--- src/rtl/ir_carrier_pkg.sv ---
// Shared types, frequency table and period/high-time helpers for the IR carrier generator.
package ir_carrier_pkg;

  typedef enum logic [1:0] {
    FREQ_36K  = 2'd0,
    FREQ_37K5 = 2'd1,
    FREQ_40K  = 2'd2,
    FREQ_38K  = 2'd3
  } freq_sel_t;

  typedef enum logic {
    IDLE = 1'b0,
    RUN  = 1'b1
  } state_t;

  // Carrier frequencies in tenths of a hertz so that 37.5 kHz stays an integer.
  localparam int unsigned FREQ_36K_DHZ  = 32'd360_000;
  localparam int unsigned FREQ_37K5_DHZ = 32'd375_000;
  localparam int unsigned FREQ_40K_DHZ  = 32'd400_000;
  localparam int unsigned FREQ_38K_DHZ  = 32'd380_000;

  function automatic int unsigned freq_dhz_of(input freq_sel_t sel);
    int unsigned f;
    case (sel)
      FREQ_36K:  f = FREQ_36K_DHZ;
      FREQ_37K5: f = FREQ_37K5_DHZ;
      FREQ_40K:  f = FREQ_40K_DHZ;
      default:   f = FREQ_38K_DHZ;
    endcase
    return f;
  endfunction

  function automatic int unsigned period_of(input freq_sel_t sel, input int unsigned clk_in_freq);
    longint unsigned num;
    num = 64'(clk_in_freq) * 64'd10;
    return 32'(num / 64'(freq_dhz_of(sel)));
  endfunction

  function automatic int unsigned high_of(input int unsigned period, input int unsigned duty_pct);
    return 32'((64'(period) * 64'(duty_pct)) / 64'd100);
  endfunction

endpackage

--- src/rtl/ir_carrier_period_ctr.sv ---
// Carrier phase counter: counts 0..P-1 and registers CARRIER_OUT and PERIOD_TICK
// from the next count value so both line up with the count they describe.
module ir_carrier_period_ctr #(
  parameter int unsigned CNT_W = 16
) (
  input  logic             i_clk,
  input  logic             i_rst_n,
  input  logic             i_load,
  input  logic             i_run,
  input  logic             i_last,
  input  logic [CNT_W-1:0] i_period_m1,
  input  logic [CNT_W-1:0] i_high,
  output logic             o_carrier,
  output logic             o_tick
);

  logic [CNT_W-1:0] r_cnt;
  logic             r_carrier;
  logic             r_tick;
  logic [CNT_W-1:0] w_cnt_nxt;
  logic             w_active_nxt;

  // r_tick marks cnt == P-1, so it doubles as the period-boundary flag.
  always_comb begin
    w_cnt_nxt    = '0;
    w_active_nxt = 1'b0;
    if (i_load) begin
      w_active_nxt = 1'b1;
    end else if (i_run) begin
      if (r_tick) begin
        w_active_nxt = !i_last;
      end else begin
        w_cnt_nxt    = r_cnt + CNT_W'(1);
        w_active_nxt = 1'b1;
      end
    end
  end

  always_ff @(posedge i_clk or negedge i_rst_n) begin
    if (!i_rst_n) begin
      r_cnt     <= '0;
      r_carrier <= 1'b0;
      r_tick    <= 1'b0;
    end else begin
      r_cnt     <= w_cnt_nxt;
      r_carrier <= w_active_nxt && (w_cnt_nxt < i_high);
      r_tick    <= w_active_nxt && (w_cnt_nxt == i_period_m1);
    end
  end

  assign o_carrier = r_carrier;
  assign o_tick    = r_tick;

endmodule

--- src/rtl/ir_carrier_gen.sv ---
// IR carrier generator with counted or continuous bursts (IDLE/RUN FSM, period/stop control).
// Define IR_CARRIER_RETUNE_EN to re-sample FREQ_SEL at every period boundary.
module ir_carrier_gen
  import ir_carrier_pkg::*;
#(
  parameter int unsigned CLK_IN_FREQ = 100_000_000,
  parameter int unsigned DUTY_PCT    = 50,
  parameter int unsigned CNT_W       = 16,
  parameter int unsigned BURST_W     = 16
) (
  input  logic               CLK,
  input  logic               RESETN,
  input  logic               START,
  input  logic               STOP,
  input  logic [1:0]         FREQ_SEL,
  input  logic [BURST_W-1:0] BURST_LEN,
  output logic               CARRIER_OUT,
  output logic               BUSY,
  output logic               PERIOD_TICK,
  output logic               DONE
);

  localparam logic [CNT_W-1:0] PM1_36K  = CNT_W'(period_of(FREQ_36K, CLK_IN_FREQ) - 32'd1);
  localparam logic [CNT_W-1:0] PM1_37K5 = CNT_W'(period_of(FREQ_37K5, CLK_IN_FREQ) - 32'd1);
  localparam logic [CNT_W-1:0] PM1_40K  = CNT_W'(period_of(FREQ_40K, CLK_IN_FREQ) - 32'd1);
  localparam logic [CNT_W-1:0] PM1_38K  = CNT_W'(period_of(FREQ_38K, CLK_IN_FREQ) - 32'd1);
  localparam logic [CNT_W-1:0] H_36K    = CNT_W'(high_of(period_of(FREQ_36K, CLK_IN_FREQ), DUTY_PCT));
  localparam logic [CNT_W-1:0] H_37K5   = CNT_W'(high_of(period_of(FREQ_37K5, CLK_IN_FREQ), DUTY_PCT));
  localparam logic [CNT_W-1:0] H_40K    = CNT_W'(high_of(period_of(FREQ_40K, CLK_IN_FREQ), DUTY_PCT));
  localparam logic [CNT_W-1:0] H_38K    = CNT_W'(high_of(period_of(FREQ_38K, CLK_IN_FREQ), DUTY_PCT));

  state_t             r_state;
  logic               r_busy;
  logic               r_done;
  logic               r_stop_pend;
  logic [BURST_W-1:0] r_blen;
  logic [BURST_W-1:0] r_pcnt;
  freq_sel_t          r_sel;

  logic               w_load;
  logic               w_run;
  logic               w_tick;
  logic               w_carrier;
  logic               w_burst_end;
  logic               w_last;
  freq_sel_t          w_sel_nxt;
  logic [CNT_W-1:0]   w_pm1;
  logic [CNT_W-1:0]   w_high;

  assign w_load      = (r_state == IDLE) && START;
  assign w_run       = (r_state == RUN);
  assign w_burst_end = (r_blen != '0) && (r_pcnt == (r_blen - BURST_W'(1)));
  // A STOP arriving on the boundary cycle itself still ends the run there.
  assign w_last      = w_run && w_tick && (r_stop_pend || STOP || w_burst_end);

  // Selection that governs the next cycle: fresh on load (and on boundaries when retuning).
  always_comb begin
    w_sel_nxt = r_sel;
    if (w_load) begin
      w_sel_nxt = freq_sel_t'(FREQ_SEL);
    end
`ifdef IR_CARRIER_RETUNE_EN
    else if (w_run && w_tick) begin
      w_sel_nxt = freq_sel_t'(FREQ_SEL);
    end
`endif
  end

  always_comb begin
    w_pm1  = PM1_36K;
    w_high = H_36K;
    case (w_sel_nxt)
      FREQ_36K:  begin w_pm1 = PM1_36K;  w_high = H_36K;  end
      FREQ_37K5: begin w_pm1 = PM1_37K5; w_high = H_37K5; end
      FREQ_40K:  begin w_pm1 = PM1_40K;  w_high = H_40K;  end
      FREQ_38K:  begin w_pm1 = PM1_38K;  w_high = H_38K;  end
      default:   begin w_pm1 = PM1_36K;  w_high = H_36K;  end
    endcase
  end

  always_ff @(posedge CLK or negedge RESETN) begin
    if (!RESETN) begin
      r_state     <= IDLE;
      r_busy      <= 1'b0;
      r_done      <= 1'b0;
      r_stop_pend <= 1'b0;
      r_blen      <= '0;
      r_pcnt      <= '0;
      r_sel       <= FREQ_36K;
    end else begin
      r_done <= 1'b0;
      r_sel  <= w_sel_nxt;
      case (r_state)
        IDLE: begin
          if (START) begin
            r_state     <= RUN;
            r_busy      <= 1'b1;
            r_blen      <= BURST_LEN;
            r_pcnt      <= '0;
            r_stop_pend <= 1'b0;
          end
        end
        RUN: begin
          if (w_last) begin
            r_state     <= IDLE;
            r_busy      <= 1'b0;
            r_done      <= 1'b1;
            r_stop_pend <= 1'b0;
            r_pcnt      <= '0;
          end else begin
            if (STOP) begin
              r_stop_pend <= 1'b1;
            end
            // Saturate so a long continuous run never wraps into a false burst end.
            if (w_tick && (r_pcnt != '1)) begin
              r_pcnt <= r_pcnt + BURST_W'(1);
            end
          end
        end
        default: begin
          r_state <= IDLE;
          r_busy  <= 1'b0;
        end
      endcase
    end
  end

  ir_carrier_period_ctr #(
    .CNT_W(CNT_W)
  ) u_period_ctr (
    .i_clk       (CLK),
    .i_rst_n     (RESETN),
    .i_load      (w_load),
    .i_run       (w_run),
    .i_last      (w_last),
    .i_period_m1 (w_pm1),
    .i_high      (w_high),
    .o_carrier   (w_carrier),
    .o_tick      (w_tick)
  );

  assign CARRIER_OUT = w_carrier;
  assign PERIOD_TICK = w_tick;
  assign BUSY        = r_busy;
  assign DONE        = r_done;

endmodule

--- config.mk ---
export PLATFORM = sky130hd
export DESIGN_NAME = ir_carrier_gen
export DESIGN_NICKNAME = d
export VERILOG_FILES = /design/src/rtl/ir_carrier_pkg.sv /design/src/rtl/ir_carrier_period_ctr.sv /design/src/rtl/ir_carrier_gen.sv
export SDC_FILE = /design/constraint.sdc
export NUM_CORES = 1
export LEC_CHECK = 0
export CAP_MARGIN = 20
export CORE_ASPECT_RATIO = 1.25
export CORE_MARGIN = 2
export CORE_UTILIZATION = 50
export CTS_CLUSTER_DIAMETER = 60
export CTS_CLUSTER_SIZE = 16
export DETAILED_ROUTE_END_ITERATION = 10
export PLACE_DENSITY = 0.69
export SETUP_SLACK_MARGIN = 0.05
export SLEW_MARGIN = 20
export SYNTH_ARGS = -nofsm -noshare
export SYNTH_HDL_FRONTEND = slang
export SYNTH_HIERARCHICAL = 1
export SYNTH_SLANG_ARGS = --single-unit
--- constraint.sdc ---
create_clock -name CLK -period 10.2 [get_ports CLK]
set_input_delay 1.53 -clock CLK [delete_from_list [all_inputs] [get_ports CLK]]
set_output_delay 1.53 -clock CLK [all_outputs]
set_load 0.01 [all_outputs]
==> results.json, run 1 <==
{
  "status": "finished, final reports clean",
  "post_cts_buffers": 0,
  "hold_path_class": "reg -> reg",
  "critPathArrivalTime_ns": 4.52,
  "synthToLayoutAreaGrowth_pct": 11.8,
  "path_max_fanout": 29,
  "fin_cells": 582,
  "cts.sinks": 56,
  "start_util": 0.520,
  "hold_viol_final": 0,
  "peakVddDrop_mv": 0.123,
  "clock_skew_ns": 0.0108,
  "netlist_area_mm2": 0.00410,
  "ys_ff_latch": 56,
  "antenna_cells": 0,
  "max_freq_ghz": 0.231,
  "p_sw_uw": 228,
  "vias": 3305,
  "ys_types": 66,
  "clkPwrFrac": 0.205,
  "holdBufCountCts": 0,
  "io-pin-count": 26,
  "leakagePower_nw": 1.93,
  "clkTransAtPathRegs_ns": 0.11,
  "grt_usage": 0.209,
  "nets": 531,
  "cts_root_buf": "clkbuf_8",
  "io_buffers": 25,
  "overflow": 0,
  "avgSynthCellArea_um2": 9.28,
  "drt-total-wl_um": 8900,
  "die_w_um": 85.0,
  "grt_max_degree": 57,
  "slew_viol_final": 0,
  "antenna_found_initial": 0,
  "synth_edf_count": 0,
  "min_period_ns": 4.32,
  "first_iter_violations": 129,
  "antenna_left": 0,
  "timing.final.crit_share": 0.424,
  "cp.required_ns": 10.39,
  "dpl.hpwl_um": 6850,
  "synthFlopType": "dfrtp_1",
  "utilization": 0.582,
  "dr.pass1.iters": 5,
  "cp-start-kind": "input pin",
  "drc": 0,
  "netlist_instances": 442,
  "p_sw_frac": 0.369,
  "synth-async-reset-ratio": 1.00,
  "cts-htree-levels": 2,
  "grt_pass1_wl_um": 15300,
  "setup_viol": 0,
  "ctsResizeCount": 0,
  "die_h_um": 105,
  "layout_commonest_cell": "dfrtp_1",
  "mostFrequentLayoutCells": "dfrtp_1 (56), nand2_1 (30), xnor2_1 (28), nor3_1 (28), nor2_1 (26)",
  "yosysSeqAreaShare": 0.342,
  "hold_slack_ns": 0.498,
  "grt_pass1_vias": 3298,
  "slew_headroom": 0.398,
  "seqPwrFrac": 0.464,
  "p_per_area_mw_per_mm2": 135,
  "clk_latency_ns": 0.31,
  "tns_ns": 0,
  "ys_warn_count": 6,
  "cts_tree": "yes",
  "critPathKind": "in -> reg",
  "core_area_mm2": 0.00788,
  "routed_via_density": 5.68,
  "route.detailed.wl_per_inst_um": 15.3,
  "rows": 36,
  "drive_gt1_frac": 0.115,
  "cts_buffers": 5,
  "cts.path.max_buffers": 2,
  "intPower_uw": 390,
  "placed_cells": 574,
  "rsz0062_at_grt": "false",
  "dieArea_mm2": 0.00895,
  "maxCapViolCount": 0,
  "combPwrFrac": 0.331,
  "worstMarginPinSlew_ns": 0.898,
  "end_kind": "flip-flop",
  "gp_congestion": 0.856
}
Yosys cell counts, types with 7 or more instances:
cell type	instances	area, um^2
nand4_1	12	75.1
nand3_1	10	50.1
mux2_2	20	225
nand2b_1	10	62.6
ha_1	23	288
inv_1	25	93.8
nand2_1	30	113
nor3_1	28	140
nor2_1	26	97.6
clkbuf_1	8	30.0
or3_1	8	50.1
xor2_1	17	149
xnor2_1	28	245
dfrtp_1	56	1400
o21ai_0	16	80.1
a21oi_1	20	100
nor4_1	7	43.8
power by group through the flow:
stage | sequential [mW] | clock [mW] | combinational [mW]
4_1_cts | 0.286 | 0.131 | 0.206
2_1_floorplan | 0.272 | 0 | 0.168
5_1_grt | 0.291 | 0.139 | 0.231
6_report | 0.287 | 0.127 | 0.205
3_5_place_dp | 0.290 | 0 | 0.205
3_3_place_gp | 0.289 | 0 | 0.201
cell families after synthesis:
group | share of synthesized area
xor gates and xnor gates | 0.106
AOI/OAI and AO/OA | 0.118
buffers and inverters | 0.0433
other | 0.00183
adders and majority gates | 0.0701
DFF | 0.342
and+or+nand+nor | 0.250
muxes | 0.0695
state kept, by name, indices dropped and copies added, names as in the netlist:
signal                  flops
BUSY                        1
u_period_ctr/r_cnt         16
r_blen                     16
u_period_ctr/o_tick         1
r_state                     1
r_pcnt                     16
u_period_ctr/o_carrier      1
DONE                        1
r_sel                       2
r_stop_pend                 1
final timing paths:
check                       startpoint                     end  slack, ns  cells after the start
max in group asynchronous       RESETN   u_period_ctr/r_cnt[7]       8.38                      2
hold reg to reg            r_stop_pend             r_stop_pend       0.50                      2
setup / recovery                 START  u_period_ctr/o_carrier       5.88                     11
min in group asynchronous       RESETN              r_pcnt[15]       1.36                      2
hold / removal             r_stop_pend             r_stop_pend       0.50                      2
setup reg to reg             r_blen[4]  u_period_ctr/o_carrier       6.47                     13
routing by layer:
layer	part of all wire	track usage
met5	0	0
met1	0.42	0.250
met4	0.026	0.0646
met3	0.023	0.0243
met2	0.53	0.386
through the flow:
stage	total power [mW]	worst slack, ns	area, um^2
CTS	0.623	5.88	4590
global placement	0.490	5.62	4490
global route	0.661	5.64	4590
floorplan	0.440	6.18	4190
finish	0.618	5.88	4590
detailed placement	0.495	5.55	4490
critical path, stage by stage:
cell             delay (ns)
clkdlybuf4s50_1        0.54
nor2b_2                0.16
buf_4                  0.32
or3b_1                 0.65
nor2_1                 0.07
and4_2                 0.26
or2_2                  0.29
ha_1                   0.29
nand4_1                0.12
o211ai_1               0.22
a21oi_1                0.06
layout make-up:
type / instances / area, um^2
clock inverters: 3 / 22.5
fillers: 714 / 3300
well taps: 95 / 119
flip-flops and latches: 56 / 1400
clock buffers: 5 / 68.8
inverters: 25 / 93.8
repair buffers: 28 / 268
multi-input cells: 370 / 2610
Power figures use the tool's default switching activity.
==> inputs of run 2 (changes only) <==
clock period = 4.2 ns   (was 10.2 ns; I/O delays follow)
==> run 2 against run 1 <==
Effect of this change:
- routed wire length grew 4.6%
- first-iteration DRC count shrank 2.3%
- die area is the same
- via count is the same
- register-to-register slack lost 5.7 ns
- cell count grew 0.17%
- worst hold slack lost 0.066 ns
- total power grew 140%
==> results.json, run 2 (synthesis gave the netlist of run 1 again) <==
{
  "io-pin-count": 26,
  "critPathMaxStageDelay_ns": 0.68,
  "setup_viol": 0,
  "drive_gt1_frac": 0.117,
  "routed_via_density": 5.67,
  "route.detailed.wl_per_inst_um": 16.0,
  "path_max_fanout": 9,
  "crit_top_cell": "nor4_2",
  "cts_buffers": 5,
  "status": "finished, final reports clean",
  "grt_pass1_vias": 3329,
  "cts.path.max_buffers": 2,
  "cts_tree": "yes",
  "power_mw": 1.48,
  "regArea_mm2": 0.00140,
  "clk_latency_ns": 0.31,
  "grt_pass1_wl_um": 15900,
  "post_cts_buffers": 0,
  "peakVddDrop_mv": 0.267,
  "multi_input_area_mm2": 0.00261,
  "finalWorstSetupSlack_ns": 0.731,
  "dieArea_mm2": 0.00895,
  "regToRegStartpoint": "r_blen[4]",
  "drt-total-wl_um": 9310,
  "ctsResizeCount": 0,
  "p_per_area_mw_per_mm2": 323,
  "vias": 3305,
  "dp_slack_ns": 0.528,
  "antenna_left": 0,
  "utilization": 0.582,
  "holdBufCountCts": 0,
  "antenna_cells": 0,
  "die_w_um": 85.0,
  "hold_viol_final": 0,
  "worstMarginPinSlew_ns": 0.706,
  "crit_slowest_cell": "or4_1",
  "core_area_mm2": 0.00788,
  "reg_top3": "r_blen: 16 flops, r_pcnt: 16 flops, u_period_ctr/r_cnt: 16 flops",
  "cts-htree-levels": 2,
  "antenna_found_initial": 0,
  "rows": 36,
  "end_kind": "flip-flop",
  "die_h_um": 105,
  "grt_max_degree": 57,
  "nets": 533,
  "hold_slack_ns": 0.432,
  "slew_viol_final": 0,
  "cp.required_ns": 4.40,
  "cts_root_buf": "clkbuf_8",
  "clock_skew_ns": 0.0177,
  "gp_congestion": 0.883,
  "io_buffers": 25,
  "cts.sinks": 56,
  "clkTransAtPathRegs_ns": 0.11,
  "overflow": 0,
  "maxCapViolCount": 0,
  "drc": 0,
  "critPathArrivalTime_ns": 3.67,
  "tns_ns": 0,
  "cp-start-kind": "flip-flop",
  "layout_commonest_cell": "dfrtp_1",
  "start_util": 0.520,
  "timing.final.crit_share": 0.826,
  "synthToLayoutAreaGrowth_pct": 11.9,
  "mostFrequentLayoutCells": "dfrtp_1 (56), nand2_1 (30), xnor2_1 (28), nor3_1 (28), nor2_1 (26)",
  "filler_cell_count": 707,
  "slew_headroom": 0.529,
  "dr.pass1.iters": 4,
  "first_iter_violations": 126,
  "rsz0062_at_grt": "false",
  "critical_path_buf_inv_count": 0,
  "cp_cell_sequence": "or4_1, or3_4, nor4_4, mux2i_1, o2111ai_2, nor4_2, or2_1, nor2_1, nand2_1, o21ai_0, a22o_1, nand4_1, nor4_2",
  "hold_path_class": "in -> async",
  "critPathKind": "reg -> reg",
  "grt_usage": 0.218,
  "crit_family": "simple AND/OR/NAND/NOR gates",
  "max_freq_ghz": 0.288,
  "dpl.hpwl_um": 7060,
  "critPathLaunch": "r_blen[4]",
  "leakagePower_nw": 1.93,
  "min_period_ns": 3.47
}
run 2: area by class of cell:
class / instances / area share
sequential: 56 / 0.305
timing repair buffer: 30 / 0.0616
inverter: 25 / 0.0204
tap: 95 / 0.0259
clock inverter: 2 / 0.00273
multi-input combinational: 370 / 0.569
clock buffer: 5 / 0.0150
run 2: worst paths after layout:
check / depth (start not counted) / endpoint / slack (ns)
max reg2reg: 13 / u_period_ctr/o_tick / 0.73
min in group CLK: 2 / r_stop_pend / 0.51
min reg2reg: 2 / r_stop_pend / 0.51
min: 2 / r_blen[9] / 0.43
max: 13 / u_period_ctr/o_tick / 0.73
max in group asynchronous: 2 / r_pcnt[1] / 3.28
run 2: report_power, final:
group          internal, mW  switching (mW)  leakage [nW]
sequential            0.594           0.104         0.718
combinational         0.231           0.259          1.17
clock                 0.114           0.179        0.0400
run 2: metrics by stage:
step	std cells	instance area [um^2]
4_1_cts	583	4590
3_3_place_gp	576	4510
3_5_place_dp	576	4510
6_report	583	4590
2_1_floorplan	465	4190
5_1_grt	583	4590
run 2: routing by layer:
metal / share of wire / global-route usage
met5: 0 / 0
met4: 0.012 / 0.0612
met3: 0.024 / 0.0274
met2: 0.55 / 0.406
met1: 0.42 / 0.257
